--- src/rtl/branch_ctrl.sv ---
// EX-stage branch resolution, fetch PC register, redirect flush and misaligned-target trap.
// Optional branch statistics counters are enabled by defining BRANCH_STATS_EN.
module branch_ctrl #(
    parameter logic [31:0] RESET_PC = 32'h0000_0000
) (
    input  logic        i_clk,
    input  logic        i_reset,
    input  logic        i_stall,
    input  logic        i_ex_valid,
    input  logic        i_ex_is_branch,
    input  logic        i_ex_is_jal,
    input  logic        i_ex_is_jalr,
    input  logic [2:0]  i_ex_funct3,
    input  logic [31:0] i_ex_pc,
    input  logic [31:0] i_ex_imm,
    input  logic [31:0] i_rs1_data,
    input  logic        i_br_less,
    input  logic        i_br_equal,
    output logic        o_br_unsigned,
    output logic [31:0] o_pc,
    output logic        o_flush,
    output logic        o_taken,
    output logic        o_trap,
    output logic [31:0] o_trap_pc
`ifdef BRANCH_STATS_EN
    ,
    output logic [31:0] o_br_count,
    output logic [31:0] o_br_taken_count
`endif
);

    typedef enum logic {RUN = 1'b0, TRAP = 1'b1} state_t;

    state_t      state_reg, state_next;
    logic [31:0] pc_reg, pc_next;
    logic [31:0] trap_pc_reg, trap_pc_next;
    logic        cond;
    logic        sel_branch;
    logic        taken;
    logic [31:0] target;
    logic        misaligned;

    assign o_br_unsigned = i_ex_funct3[1];

    always_comb begin
        cond = 1'b0;
        case (i_ex_funct3)
            3'b000:  cond = i_br_equal;
            3'b001:  cond = ~i_br_equal;
            3'b100,
            3'b110:  cond = i_br_less;
            3'b101,
            3'b111:  cond = ~i_br_less;
            default: cond = 1'b0;
        endcase
    end

    // Jumps outrank a conditional branch when decode asserts more than one type.
    assign sel_branch = i_ex_is_branch & ~i_ex_is_jal & ~i_ex_is_jalr;
    assign taken      = i_ex_valid & (i_ex_is_jalr | i_ex_is_jal | (sel_branch & cond));
    assign target     = i_ex_is_jalr ? ((i_rs1_data + i_ex_imm) & ~32'h1)
                                     : (i_ex_pc + i_ex_imm);
    assign misaligned = taken & target[1];

    // State register
    always_ff @(posedge i_clk) begin
        if (i_reset) begin
            state_reg   <= RUN;
            pc_reg      <= RESET_PC;
            trap_pc_reg <= 32'h0;
        end else begin
            state_reg   <= state_next;
            pc_reg      <= pc_next;
            trap_pc_reg <= trap_pc_next;
        end
    end

    // Next-state logic; a redirect takes precedence over a stall.
    always_comb begin
        state_next   = state_reg;
        pc_next      = pc_reg;
        trap_pc_next = trap_pc_reg;
        case (state_reg)
            RUN: begin
                if (misaligned) begin
                    state_next   = TRAP;
                    trap_pc_next = i_ex_pc;
                end else if (taken) begin
                    pc_next = target;
                end else if (!i_stall) begin
                    pc_next = pc_reg + 32'd4;
                end
            end
            TRAP: begin
                state_next = TRAP;
            end
            default: state_next = RUN;
        endcase
    end

    // Output logic
    always_comb begin
        o_flush = 1'b0;
        o_taken = 1'b0;
        o_trap  = 1'b0;
        case (state_reg)
            RUN: begin
                o_flush = taken & ~i_reset;
                o_taken = taken & ~i_reset;
            end
            TRAP: begin
                o_trap  = 1'b1;
                o_flush = ~i_reset;
            end
            default: ;
        endcase
    end

    assign o_pc      = pc_reg;
    assign o_trap_pc = trap_pc_reg;

`ifdef BRANCH_STATS_EN
    logic [31:0] br_count_reg;
    logic [31:0] br_taken_count_reg;

    always_ff @(posedge i_clk) begin
        if (i_reset) begin
            br_count_reg       <= 32'h0;
            br_taken_count_reg <= 32'h0;
        end else if (state_reg == RUN && i_ex_valid && sel_branch) begin
            br_count_reg <= br_count_reg + 32'd1;
            if (cond) begin
                br_taken_count_reg <= br_taken_count_reg + 32'd1;
            end
        end
    end

    assign o_br_count       = br_count_reg;
    assign o_br_taken_count = br_taken_count_reg;
`endif

endmodule

--- config.mk ---
export PLATFORM = sky130hd
export DESIGN_NAME = branch_ctrl
export DESIGN_NICKNAME = d
export VERILOG_FILES = /design/src/rtl/branch_ctrl.sv
export SDC_FILE = /design/constraint.sdc
export NUM_CORES = 1
export LEC_CHECK = 0
export ABC_AREA = 1
export CAP_MARGIN = 20
export CORE_MARGIN = 3
export CORE_UTILIZATION = 25
export DETAILED_ROUTE_END_ITERATION = 10
export DONT_BUFFER_PORTS = 1
export GPL_TIMING_DRIVEN = 0
export SYNTH_ARGS = -nofsm -noshare
export SYNTH_HDL_FRONTEND = slang
export SYNTH_SLANG_ARGS = --single-unit
--- constraint.sdc ---
create_clock -name i_clk -period 2.05 [get_ports i_clk]
set_clock_uncertainty 0.1 [all_clocks]
set_input_delay 0.3075 -clock i_clk [delete_from_list [all_inputs] [get_ports i_clk]]
set_output_delay 0.3075 -clock i_clk [all_outputs]
set_load 0.05 [all_outputs]
==> reports/qor.csv <==
stage,metric,value,unit
final_layout,post_layout_nonfiller_instances,1869,
critical_path,cp-endpoint,o_pc[29],
hold_path,hold_path.class,in2reg,
global_route,wire_length_of_the_first_global_routing_pass,48820,um
floorplan,row_count,64,
place,placed_area,8516,um^2
power,power_density,659.5,nW/um^2
routing,met3WireLength,2587,um
global_route,global_route.usage.total,18.71,%
timing,slew_viol_final,0,
yosys,ys_async_sr_fraction,0,%
yosys,synth_seq_cells,65,
timing,period_share,97.49,%
routing,top_layer_used,met5,
clocking,clock_path_buffers,2,
timing,timing_hold_violations_final,0,
timing,relSlewSlack,49.59,%
clocking,cts_tree,done,
critical_path,crit_path_cell_trace,nand2_1 > nor2_1 > nand3_1 > nor2_2 > nand2_1 > xnor2_1 > a21oi_1 > a21oi_1,
floorplan,dieArea,34170,um^2
place,post-place-ws,-0.5769,ns
critical_path,r2r_end,o_pc[29],
global_route,grt_antenna_before_repair,4,
routing,route.layer.met1.wl,15120,um
critical_path,cp-startpoint,o_pc[11],
critical_path,timing.critical_path.buf_inv,0,
critical_path,critPathTopFamily,simple AND/OR/NAND/NOR gates,
final_layout,post-route-util,29.70,%
critical_path,arrival,2.14,ns
critical_path,worst-r2r-cell-count,8,
floorplan,number_of_primary_i_o_pins,176,
critical_path,critPathMaxStageDelay,0.48,ns
floorplan,die_height,184.9,um
global_route,gr-total-overflow,0,
power,power.leakage,0.004578,uW
place,portBuffers,0,
floorplan,area_of_the_core,31070,um^2
clocking,htree_num_levels,3,
clocking,cts.reportedPaths.clkPinSlew,0.07,ns
final_layout,finish.net_count,1638,
yosys,synthFlopType,dfxtp_1,
critical_path,crit_path_start_kind,flip-flop,
critical_path,worstSetupEndpointType,flip-flop,
clocking,clkLatencyLatePin,0.36,ns
timing,worst_hold_slack,0.04186,ns
final_layout,layout-area-overhead-vs-synth,15.38,%
timing,layout_setup_ws,0.05140,ns
final_layout,post_route_cells_drive_above_1_share,9.925,%
clocking,clkSinkCount,65,
critical_path,ff2ff_setup_slack,0.05,ns
final_layout,design_area,9228,um^2
final_layout,layout.cells.most_common,nand2_1,
routing,wl_met2,14360,um
yosys,syn-num-nets,1617,
critical_path,worst-endpoint-required,2.19,ns
timing,setup_viol,0,
critical_path,critical_path_class,reg2reg,
yosys,synth_edf_count,0,
clocking,clockRootBuffer,clkbuf_16,
yosys,synth-seq-area-share,16.27,%
place,post-place-cells,1841,
routing,drt_iter0_drcs,640,
yosys,avgSynthCellArea,5.535,um^2
run_status,outcome,completed,
routing,vias_per_cell,4.879,
timing,maxClockFrequency,500.4,MHz
global_route,grt_pass1_vias,8489,
timing,tightest_pin_transition,0.7562,ns
critical_path,slowest_stage,dfxtp_4,
routing,via_count,9118,
routing,drt_first_pass_iters,5,
place,place.gp.congestion,0.9184,
timing,final.min_clock_period,1.999,ns
routing,wl,32960,um
critical_path,timing.critical_path.fanout_max,5,
job,maxCapViolCount,0,
critical_path,critical_path_cell_count,8,
floorplan,die_w,184.9,um
critical_path,crit-reg2reg-launch,o_pc[11],
routing,drt.antenna.violating_nets,0,
clocking,cts_inserted_buffers,9,
power,vdd.ir_drop.worst,0.3854,mV
routing,wire_per_inst,17.64,um
yosys,syn_area,7998,um^2
yosys,synthesis.yosys.warnings,0,
yosys,yosysUniqueCellTypes,42,
final_layout,mostFrequentLayoutCells,"nand2_1 (436), inv_1 (224), a21oi_1 (137)",
floorplan,floorplan.initialDensity,25.74,%
yosys,synth_cells,1445,
place,post-dp-hpwl,27730,um
routing,drc_errors,0,
global_route,grt_start_max_net_pins,14,
[cell families after synthesis]
family / Yosys count / synth area share (%)
mux: 1 / 0.1252
fa+ha+maj: 64 / 10.20
simple gates: 755 / 39.47
flops: 65 / 16.27
xor+xnor: 33 / 3.614
compound gates: 263 / 17.32
buf+inv: 264 / 13.00
[cells in the mapped netlist, types with 2 or more instances]
| master | n | area (um^2) |
|---|---|---|
| nand2_1 | 454 | 1704 |
| or2_1 | 2 | 12.51 |
| nand4_1 | 20 | 125.1 |
| nand3_1 | 98 | 490.5 |
| a21oi_1 | 145 | 725.7 |
| fa_1 | 2 | 40.04 |
| nor2_2 | 2 | 12.51 |
| inv_2 | 3 | 11.26 |
| o21bai_1 | 12 | 90.09 |
| buf_1 | 3 | 11.26 |
| nand2_2 | 3 | 18.77 |
| o21ai_0 | 85 | 425.4 |
| nor2_1 | 126 | 473.0 |
| and2_1 | 4 | 25.02 |
| xnor2_1 | 7 | 61.31 |
| o21a_1 | 2 | 15.01 |
| xor2_1 | 26 | 227.7 |
| clkbuf_1 | 17 | 63.81 |
| ha_1 | 62 | 775.7 |
| buf_2 | 6 | 30.03 |
| buf_6 | 5 | 56.30 |
| inv_1 | 228 | 855.8 |
| nand2_4 | 2 | 22.52 |
| nor3_1 | 22 | 110.1 |
| nand3b_1 | 12 | 90.09 |
| o21ai_1 | 8 | 40.04 |
| o22ai_1 | 2 | 12.51 |
| dfxtp_1 | 65 | 1301 |
| or2_2 | 6 | 37.54 |
| a21o_1 | 4 | 30.03 |
[what timing repair did]
item                       in CTS  in global routing
hold endpoints to repair        1                  0
hold buffers                    1                  0
setup buffers                   1                  8
setup endpoints to repair      44                 38
resized for setup              54                 64
pin swaps                       7                 16
[cell type report]
type | instances | area (um^2)
Clock inverter | 7 | 77.57
Inverter | 232 | 870.8
Sequential cell | 65 | 1376
Tap cell | 396 | 495.5
Clock buffer | 9 | 225.2
Buffer | 32 | 175.2
Timing Repair Buffer | 10 | 77.57
Fill cell | 3545 | 21840
Multi-Input combinational cell | 1116 | 5924
Antenna cell | 2 | 5.005
[power breakdown]
part	total (uW)	switching [uW]	internal, uW
logic	2200	1440	759
registers	2200	757	1440
clock network	1690	730	957
[per-layer routing]
layer / vias to the layer above / track usage [%]
met1: 4091 / 24.65
met5: - / 0
met2: 292 / 30.09
met3: 51 / 4.851
li1: 4678 / -
met4: 6 / 5.612
[how the worst min path moves through the flow]
stage | startpoint | to | depth (start not counted)
floorplan | i_reset | o_pc[9] | 3
global placement | i_reset | o_pc[9] | 3
detailed placement | i_reset | o_pc[9] | 3
CTS | i_ex_pc[0] | o_trap_pc[0] | 2
global route | i_ex_pc[22] | o_trap_pc[22] | 2
finish | i_ex_pc[11] | o_trap_pc[11] | 2
[stage by stage]
| step | power, uW | setup TNS, ns |
|---|---|---|
| after floorplan | 3661 | 0 |
| after global placement | 4261 | -21.61 |
| after detailed placement | 4282 | -22.40 |
| after CTS | 6040 | 0 |
| after global routing | 6489 | -0.1384 |
| final | 6086 | 0 |
Power figures use the tool's default switching activity.
